[src/rtl/md5_pkg.sv]
// Shared types and constants for the MD5 message padder.
package md5_pkg;

  typedef enum logic [2:0] {
    S_DATA,
    S_PAD,
    S_ZERO,
    S_LEN_LO,
    S_LEN_HI
  } state_e;

  localparam logic [7:0]        PAD_BYTE      = 8'h80;
  localparam int unsigned       WORDS_PER_BLK = 16;
  localparam int unsigned       IDX_W         = $clog2(WORDS_PER_BLK);
  localparam logic [IDX_W-1:0]  LEN_LO_IDX    = IDX_W'(14);
  localparam logic [IDX_W-1:0]  LEN_HI_IDX    = IDX_W'(15);

  // Little-endian insert: byte lane k occupies bits [8k+7:8k].
  function automatic logic [31:0] lane_insert(input logic [31:0] w,
                                              input logic [7:0]  b,
                                              input logic [1:0]  lane);
    return w | ({24'b0, b} << {lane, 3'b000});
  endfunction

endpackage

[src/rtl/md5_word_packer.sv]
// Byte-lane assembler: collects message bytes into a little-endian word and
// offers the same partial word with the 0x80 pad byte at the current lane.
module md5_word_packer
  import md5_pkg::*;
(
  input  logic        clk,
  input  logic        rst_n,
  input  logic        wr_i,
  input  logic        clr_i,
  input  logic [7:0]  byte_i,
  output logic [1:0]  lane_o,
  output logic [31:0] word_o,
  output logic [31:0] pad_word_o
);

  logic [1:0]  lane_q, lane_d;
  logic [31:0] part_q, part_d;

  // Bytes above the current lane are always zero, so OR-insert is sufficient.
  assign word_o     = lane_insert(part_q, byte_i, lane_q);
  assign pad_word_o = lane_insert(part_q, PAD_BYTE, lane_q);
  assign lane_o     = lane_q;

  always_comb begin
    lane_d = lane_q;
    part_d = part_q;
    if (clr_i) begin
      lane_d = '0;
      part_d = '0;
    end else if (wr_i) begin
      lane_d = lane_q + 2'd1;
      part_d = (lane_q == 2'd3) ? '0 : word_o;
    end
  end

  always_ff @(posedge clk or negedge rst_n) begin
    if (!rst_n) begin
      lane_q <= '0;
      part_q <= '0;
    end else begin
      lane_q <= lane_d;
      part_q <= part_d;
    end
  end

endmodule

[src/rtl/md5_msg_padder.sv]
// MD5 producer: turns a byte stream into RFC 1321 padded 32-bit words,
// 16 per block, with the 64-bit bit length in the last two words.
module md5_msg_padder
  import md5_pkg::*;
#(
  parameter int unsigned CNT_W = 32
) (
  input  logic             clk,
  input  logic             rst_n,
  input  logic             in_valid,
  output logic             in_ready,
  input  logic [7:0]       in_data,
  input  logic             in_last,
  input  logic             in_empty,
  output logic             out_valid,
  input  logic             out_ready,
  output logic [31:0]      out_word,
  output logic [IDX_W-1:0] out_idx,
  output logic             out_blk_last,
  output logic             out_msg_last
);

  localparam logic [IDX_W-1:0] ZERO_END_IDX = LEN_LO_IDX - 1'b1;

  state_e           state_q, state_d;
  logic [CNT_W-1:0] cnt_q, cnt_d;
  logic [IDX_W-1:0] nidx_q, nidx_d;

  logic             out_valid_q;
  logic [31:0]      out_word_q;
  logic [IDX_W-1:0] out_idx_q;
  logic             out_blk_last_q;
  logic             out_msg_last_q;

  logic [1:0]  lane;
  logic [31:0] pk_word, pk_pad;
  logic        out_free, in_ready_c, in_acc, byte_wr;
  logic        ld, ld_msg_last, msg_done;
  logic [31:0] ld_word;
  logic [63:0] len_bits;

  assign out_free = !out_valid_q || out_ready;
  assign len_bits = 64'({cnt_q, 3'b000});
  assign in_ready = rst_n && in_ready_c;

  md5_word_packer u_packer (
    .clk        (clk),
    .rst_n      (rst_n),
    .wr_i       (byte_wr),
    .clr_i      (msg_done),
    .byte_i     (in_data),
    .lane_o     (lane),
    .word_o     (pk_word),
    .pad_word_o (pk_pad)
  );

  always_ff @(posedge clk or negedge rst_n) begin
    if (!rst_n) state_q <= S_DATA;
    else        state_q <= state_d;
  end

  always_comb begin
    state_d = state_q;
    unique case (state_q)
      S_DATA:   if (in_acc && in_last) state_d = S_PAD;
      S_PAD:    if (ld) state_d = (nidx_q == ZERO_END_IDX) ? S_LEN_LO : S_ZERO;
      // Pad at idx 14/15 falls through 15 and wraps; stopping at 13 yields the extra block.
      S_ZERO:   if (ld && nidx_q == ZERO_END_IDX) state_d = S_LEN_LO;
      S_LEN_LO: if (ld) state_d = S_LEN_HI;
      S_LEN_HI: if (ld) state_d = S_DATA;
      default:  state_d = S_DATA;
    endcase
  end

  always_comb begin
    in_ready_c  = 1'b0;
    in_acc      = 1'b0;
    byte_wr     = 1'b0;
    ld          = 1'b0;
    ld_word     = '0;
    ld_msg_last = 1'b0;
    msg_done    = 1'b0;
    unique case (state_q)
      S_DATA: begin
        // Completing a word needs the output register; stall only that beat.
        in_ready_c = !(lane == 2'd3 && !out_free);
        in_acc     = in_valid && in_ready_c;
        byte_wr    = in_acc && !(in_last && in_empty);
        ld         = byte_wr && (lane == 2'd3);
        ld_word    = pk_word;
      end
      S_PAD: begin
        ld      = out_free;
        ld_word = pk_pad;
      end
      S_ZERO: begin
        ld = out_free;
      end
      S_LEN_LO: begin
        ld      = out_free;
        ld_word = len_bits[31:0];
      end
      S_LEN_HI: begin
        ld          = out_free;
        ld_word     = len_bits[63:32];
        ld_msg_last = 1'b1;
        msg_done    = out_free;
      end
      default: ;
    endcase
  end

  always_comb begin
    cnt_d  = cnt_q;
    nidx_d = nidx_q;
    if (msg_done)     cnt_d = '0;
    else if (byte_wr) cnt_d = cnt_q + 1'b1;
    if (ld)           nidx_d = nidx_q + 1'b1;
  end

  always_ff @(posedge clk or negedge rst_n) begin
    if (!rst_n) begin
      cnt_q          <= '0;
      nidx_q         <= '0;
      out_valid_q    <= 1'b0;
      out_word_q     <= '0;
      out_idx_q      <= '0;
      out_blk_last_q <= 1'b0;
      out_msg_last_q <= 1'b0;
    end else begin
      cnt_q  <= cnt_d;
      nidx_q <= nidx_d;
      if (ld) begin
        out_valid_q    <= 1'b1;
        out_word_q     <= ld_word;
        out_idx_q      <= nidx_q;
        out_blk_last_q <= (nidx_q == LEN_HI_IDX);
        out_msg_last_q <= ld_msg_last;
      end else if (out_ready) begin
        out_valid_q <= 1'b0;
      end
    end
  end

  assign out_valid    = out_valid_q;
  assign out_word     = out_word_q;
  assign out_idx      = out_idx_q;
  assign out_blk_last = out_blk_last_q;
  assign out_msg_last = out_msg_last_q;

endmodule
[config.mk]
export PLATFORM = sky130hd
export DESIGN_NAME = md5_msg_padder
export DESIGN_NICKNAME = d
export VERILOG_FILES = /design/src/rtl/md5_pkg.sv /design/src/rtl/md5_word_packer.sv /design/src/rtl/md5_msg_padder.sv
export SDC_FILE = /design/constraint.sdc
export NUM_CORES = 1
export LEC_CHECK = 0
export ABC_AREA = 1
export BUFFER_PORTS_ARGS = -buffer_cell sky130_fd_sc_hd__buf_2
export CORE_MARGIN = 2
export CORE_UTILIZATION = 61
export CTS_CLUSTER_DIAMETER = 50
export DETAILED_ROUTE_END_ITERATION = 16
export PLACE_DENSITY = 0.81
export RECOVER_POWER = 25
export SLEW_MARGIN = 25
export SYNTH_ARGS = -nofsm -noshare
export SYNTH_HDL_FRONTEND = slang
export SYNTH_SLANG_ARGS = --single-unit
[constraint.sdc]
create_clock -name clk -period 2.75 [get_ports clk]
set_input_delay 0.275 -clock clk [delete_from_list [all_inputs] [get_ports clk]]
set_output_delay 0.275 -clock clk [all_outputs]
set_load 0.02 [all_outputs]
==> results.cfg <==
[cts]
cts_setup_buffers = 0
numClockSinks = 112
cts-hold-fix-buffers = 0
cts_root_buf = clkbuf_8
cts_max_level = 3
clkTransAtPathRegs_ns = 0.10
clockBufferDepth = 2
cts_tree = done
clkLatencyLatePin_ns = 0.39
cts_buffers = 9
cts_resized = 0

[detailed_routing]
wl_per_cell_um = 16.9
routed_via_density = 6.01
drtAntennaViolNets = 0
first_iter_violations = 660
wirelength_um = 17400
dr.pass1.iters = 6
drc = 0
num_vias = 6185

[floorplanning]
die-area_um2 = 11000
core_um2 = 9820
die_w_um = 105
initial_core_util_pct = 63.4
die_y_um = 105
boundaryPins = 54
rows = 36

[hold_path]
min_to = out_valid
hold_path_class = input pin to register
hold_start = out_ready
min_path_cells = 4

[power_and_ir_drop]
power_density_nw_per_um2 = 1040
internal-power_uw = 3590
p_leak_uw = 0.00320
p_sw_uw = 3430
p_seq_share_pct = 36.4
pwr-share-comb_pct = 48.9
swShare_pct = 48.9
p_clk_share_pct = 14.7
vdd_ir_drop_max_v = 0.000584

[worst_setup_path]
crit_path_cell_trace = ha_1 -> nand3_2 -> nand3_1 -> nor2_4 -> buf_4 -> nand2_1 -> a21boi_0
required_ns = 3.05
cp-start-kind = register
crit_fanout = 36
worst_r2r_path_depth = 7
cpMaxStageDelayCell = dfrtp_1
path_class = register to register
timing.rr.start = u_packer.lane_o[0]
arrival_ns = 2.48
rrSetupSlack_ns = 0.57
crit_path_end_kind = register
max_stage_delay_ns = 0.40
rr_endpoint = u_packer.part_q[11]

[synthesis]
ys_types = 33
yosys_warnings = 0
synth-seq-cells = 112
synthTopCellsByArea = dfrtp_1 (45%), nand2_1 (16%), o21ai_0 (6.9%)
yosysSeqAreaShare_pct = 45.0
synth_compound_area_share_pct = 14.2
muxShareOfSynthArea_pct = 0
yosys.area_share.simple_pct = 30.4
yosysTopAreaCell = dfrtp_1
synth_top_area_share_pct = 45.0
synth_top_family_by_area = simple AND/OR/NAND/NOR gates
syn_nets = 875
avgSynthCellArea_um2 = 7.29
syn_area_um2 = 6220
synth_fa_ha_area_share_pct = 1.41
synth-xor-area-share_pct = 0.563
synthCells = 854

[sta]
tightest_slew_ns = 1.52
setup_viol = 0
rsz0062_at_grt = false
finalCritPeriodShare_pct = 79.4
min_period_ns = 2.18
clock_skew_ns = 0.00559
finalMaxSlewViolations = 113
fin_setup_tns_ns = 0
relSlewSlack_pct = -1.42
max_freq_ghz = 0.458
layout_setup_ws_ns = 0.566
whs_ns = 0.208
hold_viol = 0

[global_routing]
grtUsageTotal_pct = 32.9
grt_pass1_wl_um = 28800
grt_pass1_vias = 5697
antenna_found_initial = 0
grt_overflow = 0
grt_max_degree = 113

[layout]
final_nets = 912
ff_latch_area_um2 = 2800
diodes = 0
nFillCells = 914
drive_gt1_share_pct = 10.2
area_growth_pct = 8.40
final_core_util_pct = 68.7
stdcell_area_um2 = 6750
multi_input_area_um2 = 2900

[flow_run]
cap_violations = 1

[placement]
gp_congestion = 0.945
place_area_um2 = 6560
post-place-ws_ns = 0.610
io_buffers = 53
dpl.hpwl_um = 12600

[run_status]
violations = capacitance limit, slew limit
status = complete, but fails checks
-- routing by layer --
layer  part of all wire (%)  wire [µm]  global-route usage (%)
met4                    3.5        608                    12.4
met1                     42       7260                    46.5
met3                    8.9       1560                    5.74
met2                     46       8000                    51.0
met5                      0          0                       0
-- final cells by class --
class                   instances  share of cell area (%)
well taps                     133                    2.47
flip-flops and latches        112                    41.5
inverters                      81                    4.58
clock buffers                  10                    2.04
multi-input cells             621                    43.0
repair buffers                 66                    5.36
clock inverters                 6                   0.983
-- critical path: cells and delay by family, from the launching register on --
kind,cells,cell delay [ns]
AO/OA/AOI/OAI,1,0.30
adder cells (fa/ha/maj),1,0.25
buffers and inverters,1,0.39
flip-flops,1,0.40
AND/OR/NAND/NOR,4,0.75
-- worst max-delay path by stage --
stage | start | end | slack (ns) | cells past startpoint
3_3_place_gp | u_packer.lane_o[0] | u_packer.part_q[11] | 0.76 | 7
6_report | u_packer.lane_o[0] | u_packer.part_q[11] | 0.57 | 7
3_5_place_dp | u_packer.lane_o[0] | u_packer.part_q[11] | 0.61 | 7
5_1_grt | u_packer.lane_o[0] | u_packer.part_q[12] | 0.39 | 7
4_1_cts | u_packer.lane_o[0] | u_packer.part_q[11] | 0.59 | 7
2_1_floorplan | u_packer.lane_o[1] | out_word[5] | 1.03 | 10
-- sequential cells by signal, indices dropped and copies added, names as in the netlist --
| name | flops |
|---|---|
| state_q | 3 |
| out_idx | 4 |
| u_packer.part_q | 32 |
| out_word | 32 |
| out_msg_last | 1 |
| out_valid | 1 |
| cnt_q | 32 |
| u_packer.lane_o | 2 |
| nidx_q | 4 |
| out_blk_last | 1 |
-- cells in the final DEF, fill, tap and decap left out, types with 3 or more instances in the layout --
| cell | count |
|---|---|
| buf_2 | 52 |
| a21oi_1 | 28 |
| xor2_1 | 4 |
| nand2_1 | 261 |
| o22ai_1 | 9 |
| o221ai_1 | 5 |
| nand4_1 | 38 |
| inv_1 | 78 |
| nand3_1 | 58 |
| inv_6 | 3 |
| dfrtp_1 | 112 |
| o21ai_0 | 86 |
| clkbuf_8 | 10 |
| ha_1 | 7 |
| a21boi_0 | 6 |
| buf_4 | 12 |
| o21ai_1 | 22 |
| o21bai_1 | 6 |
| nand2_2 | 3 |
| nor2_1 | 77 |
-- cell usage after synthesis --
master / number
nand2_1: 262
dfrtp_1: 112
o21ai_0: 86
inv_1: 78
nor2_1: 77
nand3_1: 58
nand4_1: 38
a21oi_1: 28
o21ai_1: 22
buf_2: 19
clkbuf_1: 15
o22ai_1: 9
ha_1: 7
a21boi_0: 6
o21bai_1: 6
o221ai_1: 5
buf_6: 4
xor2_1: 4
and3_1: 2
buf_4: 2
nand2_2: 2
a31oi_1: 1
clkinv_1: 1
inv_2: 1
inv_6: 1
nand3_2: 1
nand3b_1: 1
nand4_4: 1
nor2_2: 1
nor2_4: 1
nor3_1: 1
o211ai_1: 1
or2_2: 1
-- power by group through the flow --
stage / combinational, µW / clock, µW / sequential [µW]
2_1_floorplan: 2210 / 0 / 2750
3_3_place_gp: 3280 / 0 / 2550
3_5_place_dp: 3390 / 0 / 2580
4_1_cts: 3400 / 1040 / 2540
5_1_grt: 3800 / 1110 / 2610
6_report: 3430 / 1030 / 2550
-- cells by family after synthesis --
family	count (synthesis)
and+or+nand+nor	446
AOI/OAI and AO/OA	164
buffers and inverters	121
DFF	112
adders and majority gates	7
xor gates and xnor gates	4
-- stage by stage --
| step | power [µW] | instances |
|---|---|---|
| floorplan | 4960 | 854 |
| global placement | 5830 | 1013 |
| detailed placement | 5960 | 1013 |
| CTS | 6990 | 1029 |
| global route | 7530 | 1029 |
| finish | 7010 | 1029 |
Power figures use the tool's default switching activity.
